### src/rtl/hotel_pkg.sv
// Shared constants and types for the hotel booking controller:
// nightly rates, extras costs and the controller FSM state encoding.
package hotel_pkg;

  localparam logic [15:0] RATE_DELUXE = 16'd700;
  localparam logic [15:0] RATE_STD    = 16'd400;
  localparam logic [15:0] COST_AC     = 16'd200;
  localparam logic [15:0] COST_WIFI   = 16'd100;

  typedef enum logic [1:0] {
    IDLE   = 2'd0,
    SEARCH = 2'd1,
    MULT   = 2'd2,
    RESP   = 2'd3
  } state_e;

endpackage

### src/rtl/hotel_shift_add_mul.sv
// Sequential BILL_W x DAYS_W shift-add multiplier, one multiplier bit per
// cycle, LSB first. The accumulator is BILL_W+DAYS_W bits so the full
// product is always exact internally.
// Optional feature macro: HOTEL_BILL_SAT_EN (saturate result to all ones
// when the product does not fit in BILL_W bits; otherwise wrap).
// done_o is high during the final step; result_o is valid in that cycle.
module hotel_shift_add_mul #(
  parameter int BILL_W = 16,
  parameter int DAYS_W = 3
) (
  input  logic              clk,
  input  logic              rst_n,
  input  logic              start_i,
  input  logic [BILL_W-1:0] mcand_i,
  input  logic [DAYS_W-1:0] mplier_i,
  output logic              done_o,
  output logic [BILL_W-1:0] result_o
);

  localparam int ACC_W = BILL_W + DAYS_W;
  localparam int CNT_W = (DAYS_W > 1) ? $clog2(DAYS_W) : 1;

  logic              busy_q,   busy_d;
  logic [CNT_W-1:0]  cnt_q,    cnt_d;
  logic [ACC_W-1:0]  acc_q,    acc_d;
  logic [ACC_W-1:0]  mcand_q,  mcand_d;
  logic [DAYS_W-1:0] mplier_q, mplier_d;
  logic              last_s;

  // Load operands on start, then add-and-shift one bit per cycle.
  always_comb begin
    busy_d   = busy_q;
    cnt_d    = cnt_q;
    acc_d    = acc_q;
    mcand_d  = mcand_q;
    mplier_d = mplier_q;
    last_s   = busy_q && (cnt_q == CNT_W'(DAYS_W - 1));
    if (start_i) begin
      busy_d   = 1'b1;
      cnt_d    = {CNT_W{1'b0}};
      acc_d    = {ACC_W{1'b0}};
      mcand_d  = {{DAYS_W{1'b0}}, mcand_i};
      mplier_d = mplier_i;
    end else if (busy_q) begin
      if (mplier_q[0]) begin
        acc_d = acc_q + mcand_q;
      end else begin
        acc_d = acc_q;
      end
      mcand_d  = mcand_q << 1;
      mplier_d = mplier_q >> 1;
      cnt_d    = cnt_q + CNT_W'(1);
      busy_d   = !last_s;
    end else begin
      busy_d = 1'b0;
    end
  end

  // Multiplier state registers.
  always_ff @(posedge clk or negedge rst_n) begin
    if (!rst_n) begin
      busy_q   <= 1'b0;
      cnt_q    <= {CNT_W{1'b0}};
      acc_q    <= {ACC_W{1'b0}};
      mcand_q  <= {ACC_W{1'b0}};
      mplier_q <= {DAYS_W{1'b0}};
    end else begin
      busy_q   <= busy_d;
      cnt_q    <= cnt_d;
      acc_q    <= acc_d;
      mcand_q  <= mcand_d;
      mplier_q <= mplier_d;
    end
  end

  // Reduce the exact product to BILL_W bits (saturate or wrap).
  always_comb begin
`ifdef HOTEL_BILL_SAT_EN
    if (|acc_d[ACC_W-1:BILL_W]) begin
      result_o = {BILL_W{1'b1}};
    end else begin
      result_o = acc_d[BILL_W-1:0];
    end
`else
    result_o = acc_d[BILL_W-1:0];
`endif
  end

  assign done_o = last_s;

endmodule

### src/rtl/hotel_booking_ctrl.sv
// Request/response room-booking engine: per-room occupancy/owner table,
// lowest-free-room allocation, checkout by customer ID and a multi-cycle
// bill computation (rate x days) in hotel_shift_add_mul.
// Optional feature macro: HOTEL_BILL_SAT_EN (bill saturation, see multiplier).
module hotel_booking_ctrl
  import hotel_pkg::*;
#(
  parameter int NUM_ROOMS  = 7,
  parameter int NUM_DELUXE = 2,
  parameter int ID_W       = 4,
  parameter int DAYS_W     = 3,
  parameter int BILL_W     = 16,
  localparam int RIDX_W    = $clog2(NUM_ROOMS)
) (
  input  logic                 clk,
  input  logic                 rst_n,
  input  logic                 req_valid,
  output logic                 req_ready,
  input  logic                 req_op,
  input  logic [ID_W-1:0]      req_id,
  input  logic                 req_ac,
  input  logic                 req_wifi,
  input  logic [DAYS_W-1:0]    req_days,
  output logic                 rsp_valid,
  input  logic                 rsp_ready,
  output logic                 rsp_ok,
  output logic [RIDX_W-1:0]    rsp_room,
  output logic [BILL_W-1:0]    rsp_bill,
  output logic [NUM_ROOMS-1:0] occupied,
  output logic [RIDX_W:0]      free_count
);

  state_e                state_q, state_d;
  logic                  op_q, op_d, ac_q, ac_d, wifi_q, wifi_d;
  logic [ID_W-1:0]       id_q, id_d;
  logic [DAYS_W-1:0]     days_q, days_d;
  logic [NUM_ROOMS-1:0]  occ_q, occ_d;
  logic [ID_W-1:0]       owner_q [NUM_ROOMS];
  logic [ID_W-1:0]       owner_d [NUM_ROOMS];
  logic [RIDX_W:0]       fc_q, fc_d;
  logic                  ok_q, ok_d;
  logic [RIDX_W-1:0]     room_q, room_d;
  logic [BILL_W-1:0]     bill_q, bill_d;

  logic                  free_found_s, owned_s, book_ok_s;
  logic [RIDX_W-1:0]     free_idx_s, hit_idx_s;
  logic [BILL_W-1:0]     rate_s, mul_result_s;
  logic                  mul_start_s, mul_done_s;
  logic [RIDX_W:0]       occ_cnt_s;

  // Table scan: lowest free room and lowest occupied room owned by id_q.
  always_comb begin
    free_found_s = 1'b0;
    free_idx_s   = {RIDX_W{1'b0}};
    owned_s      = 1'b0;
    hit_idx_s    = {RIDX_W{1'b0}};
    for (int i = NUM_ROOMS - 1; i >= 0; i--) begin
      if (!occ_q[i]) begin
        free_found_s = 1'b1;
        free_idx_s   = RIDX_W'(i);
      end else if (owner_q[i] == id_q) begin
        owned_s   = 1'b1;
        hit_idx_s = RIDX_W'(i);
      end else begin
        owned_s = owned_s;
      end
    end
    book_ok_s = (days_q != {DAYS_W{1'b0}}) && free_found_s && !owned_s;
  end

  // Nightly rate for the room that would be allocated, plus extras.
  always_comb begin
    if (int'(free_idx_s) < NUM_DELUXE) begin
      rate_s = BILL_W'(RATE_DELUXE);
    end else begin
      rate_s = BILL_W'(RATE_STD);
    end
    if (ac_q) begin
      rate_s = rate_s + BILL_W'(COST_AC);
    end else begin
      rate_s = rate_s;
    end
    if (wifi_q) begin
      rate_s = rate_s + BILL_W'(COST_WIFI);
    end else begin
      rate_s = rate_s;
    end
  end

  hotel_shift_add_mul #(
    .BILL_W (BILL_W),
    .DAYS_W (DAYS_W)
  ) u_mul (
    .clk      (clk),
    .rst_n    (rst_n),
    .start_i  (mul_start_s),
    .mcand_i  (rate_s),
    .mplier_i (days_q),
    .done_o   (mul_done_s),
    .result_o (mul_result_s)
  );

  // FSM next state, request capture, table updates and response fields.
  always_comb begin
    state_d     = state_q;
    op_d        = op_q;
    id_d        = id_q;
    ac_d        = ac_q;
    wifi_d      = wifi_q;
    days_d      = days_q;
    occ_d       = occ_q;
    owner_d     = owner_q;
    ok_d        = ok_q;
    room_d      = room_q;
    bill_d      = bill_q;
    mul_start_s = 1'b0;
    case (state_q)
      IDLE: begin
        if (req_valid) begin
          op_d    = req_op;
          id_d    = req_id;
          ac_d    = req_ac;
          wifi_d  = req_wifi;
          days_d  = req_days;
          state_d = SEARCH;
        end else begin
          state_d = IDLE;
        end
      end
      SEARCH: begin
        ok_d   = 1'b0;
        room_d = {RIDX_W{1'b0}};
        bill_d = {BILL_W{1'b0}};
        if (!op_q) begin
          if (book_ok_s) begin
            for (int i = 0; i < NUM_ROOMS; i++) begin
              if (free_idx_s == RIDX_W'(i)) begin
                occ_d[i]   = 1'b1;
                owner_d[i] = id_q;
              end else begin
                occ_d[i] = occ_q[i];
              end
            end
            ok_d        = 1'b1;
            room_d      = free_idx_s;
            mul_start_s = 1'b1;
            state_d     = MULT;
          end else begin
            state_d = RESP;
          end
        end else begin
          if (owned_s) begin
            for (int i = 0; i < NUM_ROOMS; i++) begin
              if (hit_idx_s == RIDX_W'(i)) begin
                occ_d[i] = 1'b0;
              end else begin
                occ_d[i] = occ_q[i];
              end
            end
            ok_d   = 1'b1;
            room_d = hit_idx_s;
          end else begin
            ok_d = 1'b0;
          end
          state_d = RESP;
        end
      end
      MULT: begin
        if (mul_done_s) begin
          bill_d  = mul_result_s;
          state_d = RESP;
        end else begin
          state_d = MULT;
        end
      end
      RESP: begin
        if (rsp_ready) begin
          state_d = IDLE;
        end else begin
          state_d = RESP;
        end
      end
      default: state_d = IDLE;
    endcase
  end

  // Free-room count derived from the next occupancy bitmap.
  always_comb begin
    occ_cnt_s = {(RIDX_W + 1){1'b0}};
    for (int i = 0; i < NUM_ROOMS; i++) begin
      occ_cnt_s = occ_cnt_s + {{RIDX_W{1'b0}}, occ_d[i]};
    end
    fc_d = (RIDX_W + 1)'(NUM_ROOMS) - occ_cnt_s;
  end

  // FSM state register.
  always_ff @(posedge clk or negedge rst_n) begin
    if (!rst_n) begin
      state_q <= IDLE;
    end else begin
      state_q <= state_d;
    end
  end

  // Datapath registers: captured request, room table, response fields.
  always_ff @(posedge clk or negedge rst_n) begin
    if (!rst_n) begin
      op_q   <= 1'b0;
      id_q   <= {ID_W{1'b0}};
      ac_q   <= 1'b0;
      wifi_q <= 1'b0;
      days_q <= {DAYS_W{1'b0}};
      occ_q  <= {NUM_ROOMS{1'b0}};
      for (int i = 0; i < NUM_ROOMS; i++) begin
        owner_q[i] <= {ID_W{1'b0}};
      end
      fc_q   <= (RIDX_W + 1)'(NUM_ROOMS);
      ok_q   <= 1'b0;
      room_q <= {RIDX_W{1'b0}};
      bill_q <= {BILL_W{1'b0}};
    end else begin
      op_q    <= op_d;
      id_q    <= id_d;
      ac_q    <= ac_d;
      wifi_q  <= wifi_d;
      days_q  <= days_d;
      occ_q   <= occ_d;
      owner_q <= owner_d;
      fc_q    <= fc_d;
      ok_q    <= ok_d;
      room_q  <= room_d;
      bill_q  <= bill_d;
    end
  end

  assign req_ready  = (state_q == IDLE);
  assign rsp_valid  = (state_q == RESP);
  assign rsp_ok     = ok_q;
  assign rsp_room   = room_q;
  assign rsp_bill   = bill_q;
  assign occupied   = occ_q;
  assign free_count = fc_q;

endmodule

### config.mk
export PLATFORM = sky130hd
export DESIGN_NAME = hotel_booking_ctrl
export DESIGN_NICKNAME = d
export VERILOG_FILES = /design/src/rtl/hotel_pkg.sv /design/src/rtl/hotel_shift_add_mul.sv /design/src/rtl/hotel_booking_ctrl.sv
export SDC_FILE = /design/constraint.sdc
export NUM_CORES = 1
export LEC_CHECK = 0
export CAP_MARGIN = 20
export CORE_ASPECT_RATIO = 1.75
export CORE_MARGIN = 2
export CORE_UTILIZATION = 55
export DETAILED_ROUTE_END_ITERATION = 7
export PLACE_DENSITY = 0.75
export SYNTH_ARGS = -nofsm -noshare
export SYNTH_HDL_FRONTEND = slang
export SYNTH_SLANG_ARGS = --single-unit
### constraint.sdc
create_clock -name clk -period 5.7 [get_ports clk]
set_input_delay 1.14 -clock clk [delete_from_list [all_inputs] [get_ports clk]]
set_output_delay 1.14 -clock clk [all_outputs]
set_load 0.01 [all_outputs]
==> impl_metrics.env <==
export IMPL_outcome="completed"
export IMPL_die_w_um=81.3
export IMPL_worst_endpoint_arrival_ns=4.81
export IMPL_hold_viol_final=0
export IMPL_cp_slowest_cell="dfrtp_1"
export IMPL_fp_dieH_um=139
export IMPL_period_needed_ns=4.53
export IMPL_detail_route_wl_per_cell_um=18.5
export IMPL_start_kind="flop"
export IMPL_place_ws_ns=1.15
export IMPL_clkSlewWorstSetupHoldPaths_ns=0.07
export IMPL_final_nets=623
export IMPL_gr_usage_all_layers_pct=25.5
export IMPL_synth_top_cell_area_share_pct=45.3
export IMPL_ys_seq_area_share_pct=46.7
export IMPL_cts_made_buffers=9
export IMPL_relSlewSlack_pct=36.8
export IMPL_setup_tns_ns=0
export IMPL_cts_hold_buffers=0
export IMPL_synth_top_cell_by_area="dfrtp_1"
export IMPL_cp_required_ns=5.98
export IMPL_synth_async_reset_ratio_pct=100
export IMPL_routed_via_density=5.85
export IMPL_ys_types=60
export IMPL_slowest_delay_ns=0.70
export IMPL_gp_congestion=0.918
export IMPL_yosys_most_used_dff="dfrtp_1"
export IMPL_drv_slew=0
export IMPL_antenna_cells=0
export IMPL_ys_warnings_count=0
export IMPL_synth_area_leaders="dfrtp_1 45%, mux2_2 7.3%, ha_1 5.4%"
export IMPL_period_share_pct=79.4
export IMPL_leakagePower_nw=3.14
export IMPL_start_util_pct=56.1
export IMPL_syn_cell_area_mm2=0.00575
export IMPL_cts_htree_levels=3
export IMPL_drtPass1Iterations=4
export IMPL_first_global_vias=4358
export IMPL_worst_setup_path_end_kind="flop"
export IMPL_drt_initial_drc_count=183
export IMPL_cts_tree="done"
export IMPL_clk_latency_ns=0.35
export IMPL_cp_common_cell="ha_1"
export IMPL_coreArea_mm2=0.0102
export IMPL_grt_max_degree=56
export IMPL_ys_ff_latch=107
export IMPL_max_vdd_ir_drop_uv=190
export IMPL_synthesis_nets=589
export IMPL_whs_ns=0.471
export IMPL_synthTopCellsByCount="104 x dfrtp_1, 53 x nand2_1, 38 x nor2_1, 37 x mux2_2, 34 x o21ai_0"
export IMPL_min_path_type="flop to flop"
export IMPL_worst_pin_slew_ns=0.943
export IMPL_antenna_left=0
export IMPL_fin_util_pct=64.1
export IMPL_route_detailed_drc=0
export IMPL_path_cells="xnor2_1, nand3_1, nor3_1, or4_1, nor3_4, buf_4, nor4b_4, o2bb2ai_1, fa_1, ha_1, inv_1, fa_1, inv_1, ha_1, ha_1"
export IMPL_timing_final_ws_setup_ns=1.17
export IMPL_cts_num_sinks=107
export IMPL_cap_viol_max_count=0
export IMPL_fmax_ghz=0.221
export IMPL_synth_edff_count=0
export IMPL_synthToLayoutAreaGrowth_pct=14.2
export IMPL_syn_inst=546
export IMPL_synth_avg_cell_area_um2=10.5
export IMPL_cts_setup_buffers=0
export IMPL_fp_dieArea_mm2=0.0113
export IMPL_num_vias=4168
export IMPL_skew_ns=0.0103
export IMPL_cts_path_max_buffers=2
export IMPL_root_buffer="clkbuf_16"
export IMPL_cts_resized=0
export IMPL_synthMostInstantiatedCell="dfrtp_1"
export IMPL_cp_top_family="adder cells"
export IMPL_worst_path_buf_inv=3
export IMPL_grt_pass1_wl_mm=21.5
export IMPL_rsz0062_at_grt="false"
export IMPL_critical_path_peak_fanout=22
export IMPL_ios=47
export IMPL_grt_ovfl_total=0
export IMPL_drt_wl_total_mm=13.2
export IMPL_antenna_found_initial=0
export IMPL_critPathKind="flop to flop"
export IMPL_finalSetupViolations=0
export IMPL_num_rows=49
export IMPL_dp_hpwl_mm=9.86
export IMPL_pwr_density_cell_mw_per_mm2=211
export IMPL_drive_gt1_share_pct=12.6
export IMPL_io_buffers=46
## final cells by class
type | instances | area, µm²
clock buffer | 10 | 229
clock inverter | 6 | 60.1
fill | 830 | 3680
inverter | 14 | 52.6
multi-input combinational | 398 | 2890
sequential | 107 | 2680
tap | 127 | 159
timing repair buffer | 50 | 488
## cells by family (layout without fill, tap and decap cells)
group                      after synthesis  after routing  share of synthesized area [%]
xor gates and xnor gates                43             43                           6.55
adders and majority gates               29             29                           6.84
and+or+nand+nor                        173            173                           15.5
DFF                                    107            107                           46.7
muxes                                   59             59                           11.1
AOI/OAI and AO/OA                       94             94                           10.2
buffers and inverters                   41             80                           3.16
## cell usage in the layout (no fill, tap or decap), drive strengths merged, types with 18 or more instances in the layout
master and instances:
a21oi 22, o21ai 35, mux2i 22, dfrtp 104, nor2 38, clkdlybuf4s50 45
xnor2 18, nand2 53, ha 25, mux2 37, nand3 26, xor2 25
## power breakdown
part | internal (mW) | total (mW) | switching [mW]
logic | 0.00811 | 0.0237 | 0.0156
clock network | 0.306 | 0.601 | 0.295
registers | 0.759 | 0.759 | 0
## sequential cells by signal (all words and copies together) (netlist names), 3 cells and up
signal	count
u_mul.acc_q	16
occupied	7
id_q	4
u_mul.mcand_q	14
days_q	3
free_count	4
rsp_room	3
rsp_bill	16
u_mul.mplier_q	3
owner_q	28
## metal layers
metal  vias up  part of all wire [%]  GRT usage [%]
met5         -                     0              0
met1      2065                    35           25.7
met3        43                   2.7           3.91
met2        91                    58           47.4
li1       1969                     -              -
met4         0                   4.7           14.3
## stage by stage
stage                     std cells  area [µm²]  power (mW)
after floorplan                 546        5750       0.774
after global placement          696        6270       0.798
after detailed placement        696        6270       0.798
after CTS                       712        6560        1.39
after global routing            712        6560        1.43
final                           712        6560        1.38
## worst paths after layout
check	startpoint	to	slack [ns]	cells past startpoint
worst max-delay path	id_q[3]	free_count[2]	1.17	15
worst min-delay path	rsp_ok	rsp_ok	0.47	2
worst max register to register	id_q[3]	free_count[2]	1.17	15
worst min register to register	rsp_ok	rsp_ok	0.47	2
max in group asynchronous	rst_n	u_mul.mcand_q[5]	3.75	2
min in group asynchronous	rst_n	u_mul.mcand_q[13]	0.83	1
## tightest hold or removal path: cells and delay by family, from the launching register on
kind / cells / cell delay [ns]
flip-flops: 1 / 0.35
AND/OR/NAND/NOR: 2 / 0.10
No activity file was read; power rests on OpenSTA's default activity.
